**config.mk**
```make
export PLATFORM = sky130hd
export DESIGN_NAME = sram_initiator
export DESIGN_NICKNAME = d
export VERILOG_FILES = /design/src/rtl/sram_initiator_pkg.sv /design/src/rtl/sram_initiator_fill_addr_gen.sv /design/src/rtl/sram_initiator.sv
export SDC_FILE = /design/constraint.sdc
export NUM_CORES = 1
export LEC_CHECK = 0
export CAP_MARGIN = 20
export CORE_ASPECT_RATIO = 1.1
export CORE_MARGIN = 5
export CORE_UTILIZATION = 47
export CTS_CLUSTER_SIZE = 28
export DETAILED_ROUTE_END_ITERATION = 7
export DONT_BUFFER_PORTS = 1
export PLACE_DENSITY = 0.7
export SLEW_MARGIN = 10
export SYNTH_ARGS = -nofsm -noshare
export SYNTH_HDL_FRONTEND = slang
export SYNTH_SLANG_ARGS = --single-unit
```
**constraint.sdc**
```tcl
create_clock -name CLK -period 5.5 [get_ports CLK]
set_input_delay 1.1 -clock CLK [delete_from_list [all_inputs] [get_ports CLK]]
set_output_delay 1.1 -clock CLK [all_outputs]
set_load 0.01 [all_outputs]
```
**src/rtl/sram_initiator_pkg.sv**
```systemverilog
// -----------------------------------------------------------------------------
// sram_initiator_pkg
// Purpose : shared definitions for the SRAM initiator slice: controller state
//           encoding, the two special byte-strobe values and the fixed SRAM
//           data width.
// Ports   : none (package).
// -----------------------------------------------------------------------------
package sram_initiator_pkg;

  typedef enum logic [1:0] {
    ST_IDLE   = 2'd0,
    ST_ACCESS = 2'd1,
    ST_FILL   = 2'd2
  } state_e;

  // WE of all zeros is a read cycle; all ones is a full-word write.
  localparam logic [3:0] WE_READ = 4'h0;
  localparam logic [3:0] WE_FULL = 4'hF;

  // Four byte strobes tie the data path to 32 bits.
  localparam int SRAM_DW = 32;

endpackage : sram_initiator_pkg

```
**src/rtl/sram_initiator_fill_addr_gen.sv**
```systemverilog
// -----------------------------------------------------------------------------
// sram_fill_addr_gen
// Purpose : address generator for the fill engine. Captures the first and last
//           address of an inclusive range and steps a pointer through it with
//           modulo-2^ADDRWIDTH wrap.
// Ports   : clk_i      clock
//           rst_ni     asynchronous active-low reset
//           load_i     capture base_i/last_i (pointer := base_i)
//           en_i       advance the pointer by one
//           base_i     first address of the range
//           last_i     last address of the range (inclusive)
//           ptr_o      address of the fill write in progress
//           is_last_o  ptr_o is the final address of the range
// -----------------------------------------------------------------------------
module sram_fill_addr_gen #(
  parameter int ADDRWIDTH = 16
) (
  input  logic                 clk_i,
  input  logic                 rst_ni,
  input  logic                 load_i,
  input  logic                 en_i,
  input  logic [ADDRWIDTH-1:0] base_i,
  input  logic [ADDRWIDTH-1:0] last_i,
  output logic [ADDRWIDTH-1:0] ptr_o,
  output logic                 is_last_o
);

  logic [ADDRWIDTH-1:0] ptr_q, ptr_d;
  logic [ADDRWIDTH-1:0] last_q, last_d;

  always_comb begin
    ptr_d  = ptr_q;
    last_d = last_q;
    if (load_i) begin
      ptr_d  = base_i;
      last_d = last_i;
    end else if (en_i) begin
      // Natural overflow of the adder gives the wrap through the top address.
      ptr_d = ptr_q + ADDRWIDTH'(1);
    end
  end

  always_ff @(posedge clk_i or negedge rst_ni) begin
    if (!rst_ni) begin
      ptr_q  <= '0;
      last_q <= '0;
    end else begin
      ptr_q  <= ptr_d;
      last_q <= last_d;
    end
  end

  assign ptr_o     = ptr_q;
  assign is_last_o = (ptr_q == last_q);

endmodule : sram_fill_addr_gen

```
**src/rtl/sram_initiator.sv**
```systemverilog
// -----------------------------------------------------------------------------
// sram_initiator
// Purpose : initiator-side controller for a byte-strobed single-port SRAM.
//           Turns a valid/ready request stream into SRAM cycles, returns read
//           data on a valid/ready response channel, and runs a fill engine
//           that writes one pattern over an inclusive (wrapping) address range.
// Ports   : CLK, RSTn                       clock, async active-low reset
//           REQ_VALID/READY/ADDR/WE/WDATA   request channel (WE==0 is a read)
//           RSP_VALID/READY/RDATA           read response channel
//           FILL_START/BASE/LAST/DATA       fill command
//           FILL_BUSY, FILL_DONE            fill status / completion pulse
//           CS, WE, ADDRESS, WDATA, RDATA   SRAM interface (outputs registered)
// -----------------------------------------------------------------------------
module sram_initiator
  import sram_initiator_pkg::*;
#(
  parameter int ADDRWIDTH = 16,
  parameter int DATAWIDTH = 32
) (
  input  logic                 CLK,
  input  logic                 RSTn,
  input  logic                 REQ_VALID,
  output logic                 REQ_READY,
  input  logic [ADDRWIDTH-1:0] REQ_ADDR,
  input  logic [3:0]           REQ_WE,
  input  logic [DATAWIDTH-1:0] REQ_WDATA,
  output logic                 RSP_VALID,
  input  logic                 RSP_READY,
  output logic [DATAWIDTH-1:0] RSP_RDATA,
  input  logic                 FILL_START,
  input  logic [ADDRWIDTH-1:0] FILL_BASE,
  input  logic [ADDRWIDTH-1:0] FILL_LAST,
  input  logic [DATAWIDTH-1:0] FILL_DATA,
  output logic                 FILL_BUSY,
  output logic                 FILL_DONE,
  output logic                 CS,
  output logic [3:0]           WE,
  output logic [ADDRWIDTH-1:0] ADDRESS,
  output logic [DATAWIDTH-1:0] WDATA,
  input  logic [DATAWIDTH-1:0] RDATA
);

  state_e                 state_q, state_d;
  logic                   cs_q, cs_d;
  logic [3:0]             we_q, we_d;
  logic [ADDRWIDTH-1:0]   addr_q, addr_d;
  logic [DATAWIDTH-1:0]   wdata_q, wdata_d;
  logic                   done_q, done_d;
  logic                   rsp_valid_q, rsp_valid_d;
  logic [DATAWIDTH-1:0]   rsp_rdata_q, rsp_rdata_d;

  logic                   is_read_access;
  logic                   rsp_stall;
  logic                   req_accept;
  logic                   fill_accept;
  logic [ADDRWIDTH-1:0]   fill_ptr;
  logic                   fill_is_last;

  // A read ACCESS cycle is the only cycle in which RDATA is meaningful.
  assign is_read_access = (state_q == ST_ACCESS) && (we_q == WE_READ);
  assign rsp_stall      = rsp_valid_q && !RSP_READY;

  // Blocking a read during a read ACCESS guarantees the response register is
  // free (or being popped) whenever a new read result lands in it.
  assign REQ_READY   = !FILL_START && (state_q != ST_FILL) && !is_read_access && !rsp_stall;
  assign req_accept  = REQ_VALID && REQ_READY;
  assign fill_accept = FILL_START && (state_q != ST_FILL);

  sram_fill_addr_gen #(
    .ADDRWIDTH(ADDRWIDTH)
  ) u_fill_addr_gen (
    .clk_i     (CLK),
    .rst_ni    (RSTn),
    .load_i    (fill_accept),
    .en_i      (state_q == ST_FILL),
    .base_i    (FILL_BASE),
    .last_i    (FILL_LAST),
    .ptr_o     (fill_ptr),
    .is_last_o (fill_is_last)
  );

  always_comb begin
    state_d     = state_q;
    cs_d        = 1'b0;
    we_d        = WE_READ;
    addr_d      = addr_q;
    wdata_d     = wdata_q;
    done_d      = 1'b0;
    rsp_valid_d = rsp_valid_q;
    rsp_rdata_d = rsp_rdata_q;

    if (is_read_access) begin
      rsp_valid_d = 1'b1;
      rsp_rdata_d = RDATA;
    end else if (RSP_READY) begin
      rsp_valid_d = 1'b0;
    end

    case (state_q)
      ST_FILL: begin
        if (fill_is_last) begin
          state_d = ST_IDLE;
          done_d  = 1'b1;
        end else begin
          // WDATA already holds the pattern captured at fill acceptance.
          cs_d   = 1'b1;
          we_d   = WE_FULL;
          addr_d = fill_ptr + ADDRWIDTH'(1);
        end
      end
      default: begin
        if (fill_accept) begin
          state_d = ST_FILL;
          cs_d    = 1'b1;
          we_d    = WE_FULL;
          addr_d  = FILL_BASE;
          wdata_d = FILL_DATA;
        end else if (req_accept) begin
          state_d = ST_ACCESS;
          cs_d    = 1'b1;
          we_d    = REQ_WE;
          addr_d  = REQ_ADDR;
          wdata_d = REQ_WDATA;
        end else begin
          state_d = ST_IDLE;
        end
      end
    endcase
  end

  always_ff @(posedge CLK or negedge RSTn) begin
    if (!RSTn) begin
      state_q     <= ST_IDLE;
      cs_q        <= 1'b0;
      we_q        <= WE_READ;
      addr_q      <= '0;
      wdata_q     <= '0;
      done_q      <= 1'b0;
      rsp_valid_q <= 1'b0;
      rsp_rdata_q <= '0;
    end else begin
      state_q     <= state_d;
      cs_q        <= cs_d;
      we_q        <= we_d;
      addr_q      <= addr_d;
      wdata_q     <= wdata_d;
      done_q      <= done_d;
      rsp_valid_q <= rsp_valid_d;
      rsp_rdata_q <= rsp_rdata_d;
    end
  end

  assign CS        = cs_q;
  assign WE        = we_q;
  assign ADDRESS   = addr_q;
  assign WDATA     = wdata_q;
  assign RSP_VALID = rsp_valid_q;
  assign RSP_RDATA = rsp_rdata_q;
  assign FILL_BUSY = (state_q == ST_FILL);
  assign FILL_DONE = done_q;

endmodule : sram_initiator

```
# Word level (Yosys, flattened, before mapping)

Cells that the tools add are included.

Bits in registers: 121
Input port bits: 153
Logic and storage cells: 60

Add/sub/neg operators: 1
Eq/ne operators: 6
Muxes and demuxes: 24
Bitwise logic cells: 1
Reductions and logical operators: 18

Operator list:

| kind                                                                     | number |
|---|---|
| 16-bit 2-to-1 mux                                                        | 6 |
| 32-bit 2-to-1 mux                                                        | 2 |
| 16-bit by 1-bit adder with 16-bit output (second input constant)         | 1 |
| 16-bit equality test                                                     | 1 |
| 4-bit 2-to-1 mux                                                         | 4 |
| 1-bit 2-to-1 mux                                                         | 9 |
| 1-bit logical AND                                                        | 7 |
| 2-bit 2-to-1 mux                                                         | 3 |
| 2-bit nonzero test                                                       | 3 |
| 1-bit zero test                                                          | 4 |
| 4-bit zero test                                                          | 1 |
| 2-bit inequality test (second input constant)                            | 2 |
| 2-bit AND reduction                                                      | 2 |
| 3-bit nonzero test                                                       | 1 |
| 2-bit by 1-bit equality test with 1-bit output (second input constant)   | 1 |
| 2-bit equality test (second input constant)                              | 1 |
| 2-bit by 1-bit inequality test with 1-bit output (second input constant) | 1 |
| 1-bit inverter                                                           | 1 |

# Longest topological paths before layout

Gate-level depths: netlist of run 1.

Depth in word-level cells: 9
Gate-level depth with buffers: 8
Depth with buffers taken out: 6

# Modules after synthesis

Synthesis of run 1 repeated with hierarchy kept, for this count alone.

Cell total of the unflattened synthesis: 530
Area total of the unflattened synthesis: 5,880.6 um^2

Modules (own cells, without submodules):

| module             | times used | cells each | area an instance (um^2) |
|---|---|---|---|
| sram_initiator     | 1          | 374        | 4,209.0 |
| sram_fill_addr_gen | 1          | 156        | 1,671.6 |

# Worst setup path before layout of run 1

Ideal clock, no wire load.

Kind: in2out
From: in FILL_START
To: out REQ_READY
Data arrival time: 1,888 ps
Slack: 2,512 ps
Stages: 4
Cell sequence: clkbuf_1 > nand2b_1 > clkbuf_1 > nor2_1

Cells in the longest elaborated chain, start to end: 4

RTL lines:

| item                            | line                 | text |
|---|---|---|
| start, declared                 | sram_initiator.sv:30 | `input logic FILL_START,` |
| 1-bit zero test                 | sram_initiator.sv:65 | `assign REQ_READY = !FILL_START && (state_q != ST_FILL) && !is_read_access && !rsp_stall;` |
| 1-bit logical AND (3 in series) | sram_initiator.sv:65 |  |
| end, declared                   | sram_initiator.sv:23 | `output logic REQ_READY,` |

Every way passes these cells.

# Final worst setup path of run 1

From: reg state_q[0]
To: out REQ_READY

Cells in the longest elaborated chain, start to end: 5

RTL lines:

| item                                           | line                  | text |
|---|---|---|
| start, declared                                | sram_initiator.sv:43  | `state_e state_q, state_d;` |
| start signal, assigned                         | sram_initiator.sv:142 | `state_q <= state_d;` |
| 2-bit by 1-bit equality test with 1-bit output | sram_initiator.sv:60  | `assign is_read_access = (state_q == ST_ACCESS) && (we_q == WE_READ);` |
| 1-bit logical AND                              | sram_initiator.sv:60  |  |
| 1-bit zero test                                | sram_initiator.sv:65  |  |
| 1-bit logical AND * (2 in series)              | sram_initiator.sv:65  |  |

Every way passes the cells marked *; elsewhere a longest branch is shown, timed or not.

==> flow_summary.ini, run 1 <==
[critical_path]
crit_required_ns = 4.40
path_common_cell = nand2b_1
cp-start-kind = register
worstPathMaxFanout = 25
cpMaxStageDelayCell = nand2b_1
worstPathCellList = nand2b_1 > nand2b_1 > nor2_1
critPathKind = register to output pin
cpPeakStageDelay_ns = 0.81
rrSetupSlack_ns = 2.29
arrival_ns = 2.55
end_kind = output pin

[sta]
period_needed_ns = 3.65
slew_headroom = 0.288
fin_crit_sh = 0.663
whs_ns = 0.387
worstMarginPinSlew_ns = 1.07
rsz0062_at_grt = no
clock-skew-final_ns = 0.00654
setup-tns-final_ns = 0
hold_violations = 0
drv_slew = 0
setup_viol = 0
fmax_mhz = 274

[clock_network]
cts_tree = done
root_buffer = clkbuf_16
cts_buffers = 17
post_cts_resized = 0
clock_path_buffers = 2
path_clk_slew_ns = 0.06
post-cts-setup-buffers = 0
worstSkewPairLatency_ns = 0.41
clock_sinks = 121
hold_buffers = 0
htreeDepth = 4

[finish]
regArea_um2 = 3030
multi_input_area_um2 = 2530
nFillCells = 1042
mostFrequentLayoutCell = dfrtp_1
final_cell_mix = dfrtp_1 (121), mux2_2 (56), o21ai_0 (50)
area_delta_synth_final_pct = 13.0
final_cells = 672
drive_above_1_share = 0.210
n_antenna_cell = 0
final_nets = 659

[power]
finalPower_w = 0.00316
power.switching_w = 0.000966
clockPowerShare = 0.395
p_int_w = 0.00219
leakagePower_nw = 3.03
irDropWorstVdd_uv = 201
swShare = 0.306
p_per_area_nw_per_um2 = 485
sequentialPowerShare = 0.448
p_comb_frac = 0.158

[yosys]
syn-cell-area_um2 = 5760
avgSynthCellArea_um2 = 11.2
synth_edf_count = 0
synthTopCellsByArea = dfrtp_1 (53%), mux2_2 (11%), mux2i_1 (6.4%), o21ai_0 (4.3%), nand2_1 (3.1%)
syn_nets = 669
ys_ff_latch = 121
yosysSeqAreaShare = 0.526
yosysWarnings = 0
yosysTopAreaCell = dfrtp_1
synth.distinct_cells = 41
synth_flop_cell = dfrtp_1
synth_top_area_frac = 0.526
async_flop_share = 1.00
syn_inst = 515

[routing]
drt_iter0_markers = 337
drt-total-wl_um = 14700
routed-wl-met2_um = 7340
via_per_inst = 5.83
wl_met3_um = 1690
wl_per_cell_um = 21.8
drc = 0
final_antenna_net_count = 0
wl_met1_um = 5400
vias = 3921
top_layer = met4
drt_pre_antenna_iters = 5

[global_routing]
grt_max_degree = 122
antenna_found_initial = 0
grt_pass1_vias = 4038
grt_overflow = 0
grt.total_usage = 0.204
grt_first_pass_wirelength_um = 22700

[floorplanning]
die_y_um = 126
initial_utilization = 0.479
ioPinCount = 242
core_area_um2 = 12000
row_count = 42
fp.dieW_um = 116
fp.dieArea_um2 = 14600

[place]
place_inst = 640
place.gp.congestion = 0.846
io_buffers = 0
dp_hpwl_um = 10800

[flow_run]
cap_violations = 0

[worst_hold_path]
hp-class = primary input to async pin

[status]
status = completed
## worst paths after layout
kind	to	startpoint	depth (start not counted)
worst min-delay path	u_fill_addr_gen.last_q[8]	RSTn	0
max in group asynchronous	RSP_RDATA[17]	RSTn	0
min in group CLK	u_fill_addr_gen.last_q[9]	u_fill_addr_gen.last_q[9]	1
worst max-delay path	REQ_READY	state_q[0]	3
worst min register to register	u_fill_addr_gen.last_q[9]	u_fill_addr_gen.last_q[9]	1
worst max register to register	ADDRESS[12]	state_q[0]	6
## cell usage after synthesis (7+ instances only)
| master | number |
|---|---|
| mux2_2 | 56 |
| a211oi_1 | 7 |
| nor2_1 | 21 |
| a21oi_1 | 29 |
| xor2_1 | 20 |
| nor4_1 | 8 |
| nand2_1 | 47 |
| buf_2 | 8 |
| o21ai_0 | 50 |
| nor2b_1 | 8 |
| mux2i_1 | 37 |
| inv_1 | 11 |
| dfrtp_1 | 121 |
| nand3_1 | 11 |
| clkbuf_1 | 18 |
| xnor2_1 | 7 |
| mux2_4 | 8 |
## sequential cells by signal, indices dropped and copies added, names as in the netlist
register / count
ADDRESS: 16
CS: 1
FILL_DONE: 1
RSP_RDATA: 32
RSP_VALID: 1
WDATA: 32
WE: 4
state_q: 2
u_fill_addr_gen.last_q: 16
u_fill_addr_gen.ptr_o: 16
## logic make-up after synthesis
| kind of cell | count (synthesis) | share of synthesized area |
|---|---|---|
| AO/OA/AOI/OAI | 102 | 0.102 |
| XOR/XNOR | 27 | 0.0411 |
| adder cells (fa/ha/maj) | 1 | 0.00217 |
| buffers and inverters | 45 | 0.0371 |
| flip-flops | 121 | 0.526 |
| multiplexers | 101 | 0.195 |
| AND/OR/NAND/NOR | 118 | 0.0969 |
## critical path, delay by kind of cell, from the launching register on
kind	cells	cell delay, ns
AND/OR/NAND/NOR	3	1.81
flip-flops	1	0.32
## metal layers
layer  global-route usage  vias up
li1                     -     1796
met1                0.248     1907
met2                0.332      199
met3               0.0849       19
met4               0.0546        0
met5                    0        -
## power by group through the flow
stage               Sequential (W)  Clock, W  Combinational, W
floorplan                  0.00131         0          0.000463
global route               0.00145   0.00131          0.000567
global placement           0.00142         0          0.000468
CTS                        0.00142   0.00127          0.000501
finish                     0.00141   0.00125          0.000498
detailed placement         0.00143         0          0.000499
## through the flow
| step | utilization | worst slack, ns | cell area (um^2) |
|---|---|---|---|
| floorplan | - | 2.51 | 5760 |
| detailed placement | 0.486 | 2.30 | 5850 |
| finish | 0.541 | 1.85 | 6510 |
| global placement | 0.483 | 2.18 | 5810 |
| CTS | 0.541 | 1.90 | 6510 |
| global route | 0.541 | 1.72 | 6510 |
## cell type report
| class | instances | share of cell area |
|---|---|---|
| well taps | 154 | 0.0296 |
| multi-input cells | 349 | 0.389 |
| flip-flops and latches | 121 | 0.465 |
| repair buffers | 4 | 0.00769 |
| clock inverters | 15 | 0.0365 |
| clock buffers | 17 | 0.0653 |
| inverters | 12 | 0.00692 |
Power figures use the tool's default switching activity.
==> inputs of run 2 (changes only) <==
--- a/config.mk
+++ b/config.mk
@@ -12,7 +12,7 @@
 export CTS_CLUSTER_SIZE = 28
 export DETAILED_ROUTE_END_ITERATION = 7
 export DONT_BUFFER_PORTS = 1
-export PLACE_DENSITY = 0.7
+export PLACE_DENSITY = 0.72
 export SLEW_MARGIN = 10
 export SYNTH_ARGS = -nofsm -noshare
 export SYNTH_HDL_FRONTEND = slang
==> constraint.sdc (replaced) <==
create_clock -name CLK -period 3.25 [get_ports CLK]
set_input_delay 0.65 -clock CLK [delete_from_list [all_inputs] [get_ports CLK]]
set_output_delay 0.65 -clock CLK [all_outputs]
set_load 0.01 [all_outputs]
==> run 2 against run 1 <==
- the flow now finishes with violations (hold timing)
- global-route usage hardly changed
- power is 61% higher
- sequential share of layout area is 0.43 points higher
- clock-buffer cell count rose by 2
- combinational power rose by 71%
- first-iteration DRC count rose by 10%
- sequential cell count unchanged
- worst hold slack got worse by 0.45 ns
- critical path type unchanged
- largest power group unchanged
- highest routed layer unchanged
==> flow_summary.ini, run 2 (same netlist as run 1, synthesis figures left out) <==
[status]
status = complete, but fails checks
violations = hold timing

[finish]
final_nets = 662
drive_above_1_share = 0.213
n_antenna_cell = 0
final_cell_mix = dfrtp_1 (121), mux2_2 (56), o21ai_0 (50)
design_area_um2 = 6450
mostFrequentLayoutCell = dfrtp_1
area_delta_synth_final_pct = 12.0
nFillCells = 1062

[global_routing]
grt_overflow = 0
grt.total_usage = 0.203
grt_first_pass_wirelength_um = 22800
grt_max_degree = 122
antenna_found_initial = 0
grt_pass1_vias = 4254

[critical_path]
cpPeakStageDelay_ns = 0.46
worstPathMaxFanout = 33
cpMaxStageDelayCell = nor4_1
critPathKind = register to output pin
cp-start-kind = register
worstPathCellList = nor4_1 > nand2_1 > buf_4 > o21ai_0 > nor2_1
crit_required_ns = 2.60
arrival_ns = 2.00
end_kind = output pin

[sta]
rsz0062_at_grt = no
setup_viol = 0
drv_slew = 0
worstMarginPinSlew_ns = 0.989
slew_headroom = 0.341
clock-skew-final_ns = 0.0122
setup-tns-final_ns = 0
period_needed_ns = 2.65
whs_ns = -0.0658
hold_violations = 121
fmax_mhz = 378
fin_crit_sh = 0.815

[routing]
drc = 0
via_per_inst = 5.82
vias = 3931
drt_iter0_markers = 372
drt_pre_antenna_iters = 5
final_antenna_net_count = 0
drt-total-wl_um = 14800
wl_per_cell_um = 21.9

[clock_network]
cts_tree = done
path_clk_slew_ns = 0.06
root_buffer = clkbuf_16
clock_path_buffers = 2
post-cts-setup-buffers = 0
htreeDepth = 4
worstSkewPairLatency_ns = 0.41
cts_buffers = 17
clock_sinks = 121

[floorplanning]
row_count = 42
fp.dieW_um = 116
initial_utilization = 0.479
core_area_um2 = 12000
fp.dieArea_um2 = 14600
ioPinCount = 242
die_y_um = 126

[place]
io_buffers = 0
place.gp.congestion = 0.884
dp_hpwl_um = 10700
place_area_um2 = 5860

[flow_run]
cap_violations = 0

[power]
leakagePower_nw = 3.00
p_per_area_nw_per_um2 = 789
irDropWorstVdd_uv = 320

[worst_hold_path]
hp-class = primary input to async pin
run 2: layer usage:
layer	vias up	wire, um	GRT usage
met5	-	0	0
met4	0	348	0.0808
met3	28	1640	0.0835
met2	224	7380	0.332
met1	1883	5450	0.237
li1	1796	-	-
run 2: critical path: cells and delay by family (launching register included):
family	cells	cell delay, ns
AOI/OAI and AO/OA	1	0.18
buffers and inverters	1	0.26
DFF	1	0.43
and+or+nand+nor	3	0.71
run 2: area by class of cell:
class,instances,area (um^2),area share
Timing Repair Buffer,7,65.1,0.0101
Inverter,12,45.0,0.00698
Multi-Input combinational cell,349,2530,0.392
Tap cell,154,193,0.0299
Clock inverter,13,145,0.0225
Sequential cell,121,3030,0.469
Clock buffer,19,443,0.0687
run 2: what timing repair did:
item	in CTS	in global routing
setup endpoints to repair	0	0
hold endpoints to repair	121	121
resized for setup	0	0
run 2: path summary, 6_finish.rpt:
check	from	slack [ns]	cells past startpoint	end
worst max-delay path	WE[1]	0.60	5	REQ_READY
worst min-delay path	RSTn	-0.07	0	WDATA[28]
worst max register to register	u_fill_addr_gen.ptr_o[11]	0.92	5	ADDRESS[13]
worst min register to register	u_fill_addr_gen.last_q[6]	0.54	1	u_fill_addr_gen.last_q[6]
max in group asynchronous	RSTn	3.06	0	WDATA[18]
min in group CLK	FILL_LAST[3]	0.38	1	u_fill_addr_gen.last_q[3]
run 2: stage by stage:
| step | hold slack [ns] | setup WS (ns) | std cells | total power [W] | utilization |
|---|---|---|---|---|---|
| after floorplan | 0.354 | 1.08 | 515 | 0.00300 | - |
| after global placement | 0.358 | 0.795 | 643 | 0.00318 | 0.487 |
| after detailed placement | 0.359 | 0.734 | 643 | 0.00324 | 0.487 |
| after CTS | -0.0786 | 0.562 | 675 | 0.00512 | 0.536 |
| after global routing | -0.0919 | 0.454 | 675 | 0.00537 | 0.536 |
| final | -0.0658 | 0.602 | 675 | 0.00509 | 0.536 |
run 2: power breakdown:
part	total (W)	leakage, nW	switching (W)	internal, W
clock	0.00187	0.280	0.000710	0.00116
sequential	0.00237	1.43	0.000509	0.00186
combinational	0.000850	1.29	0.000380	0.000470
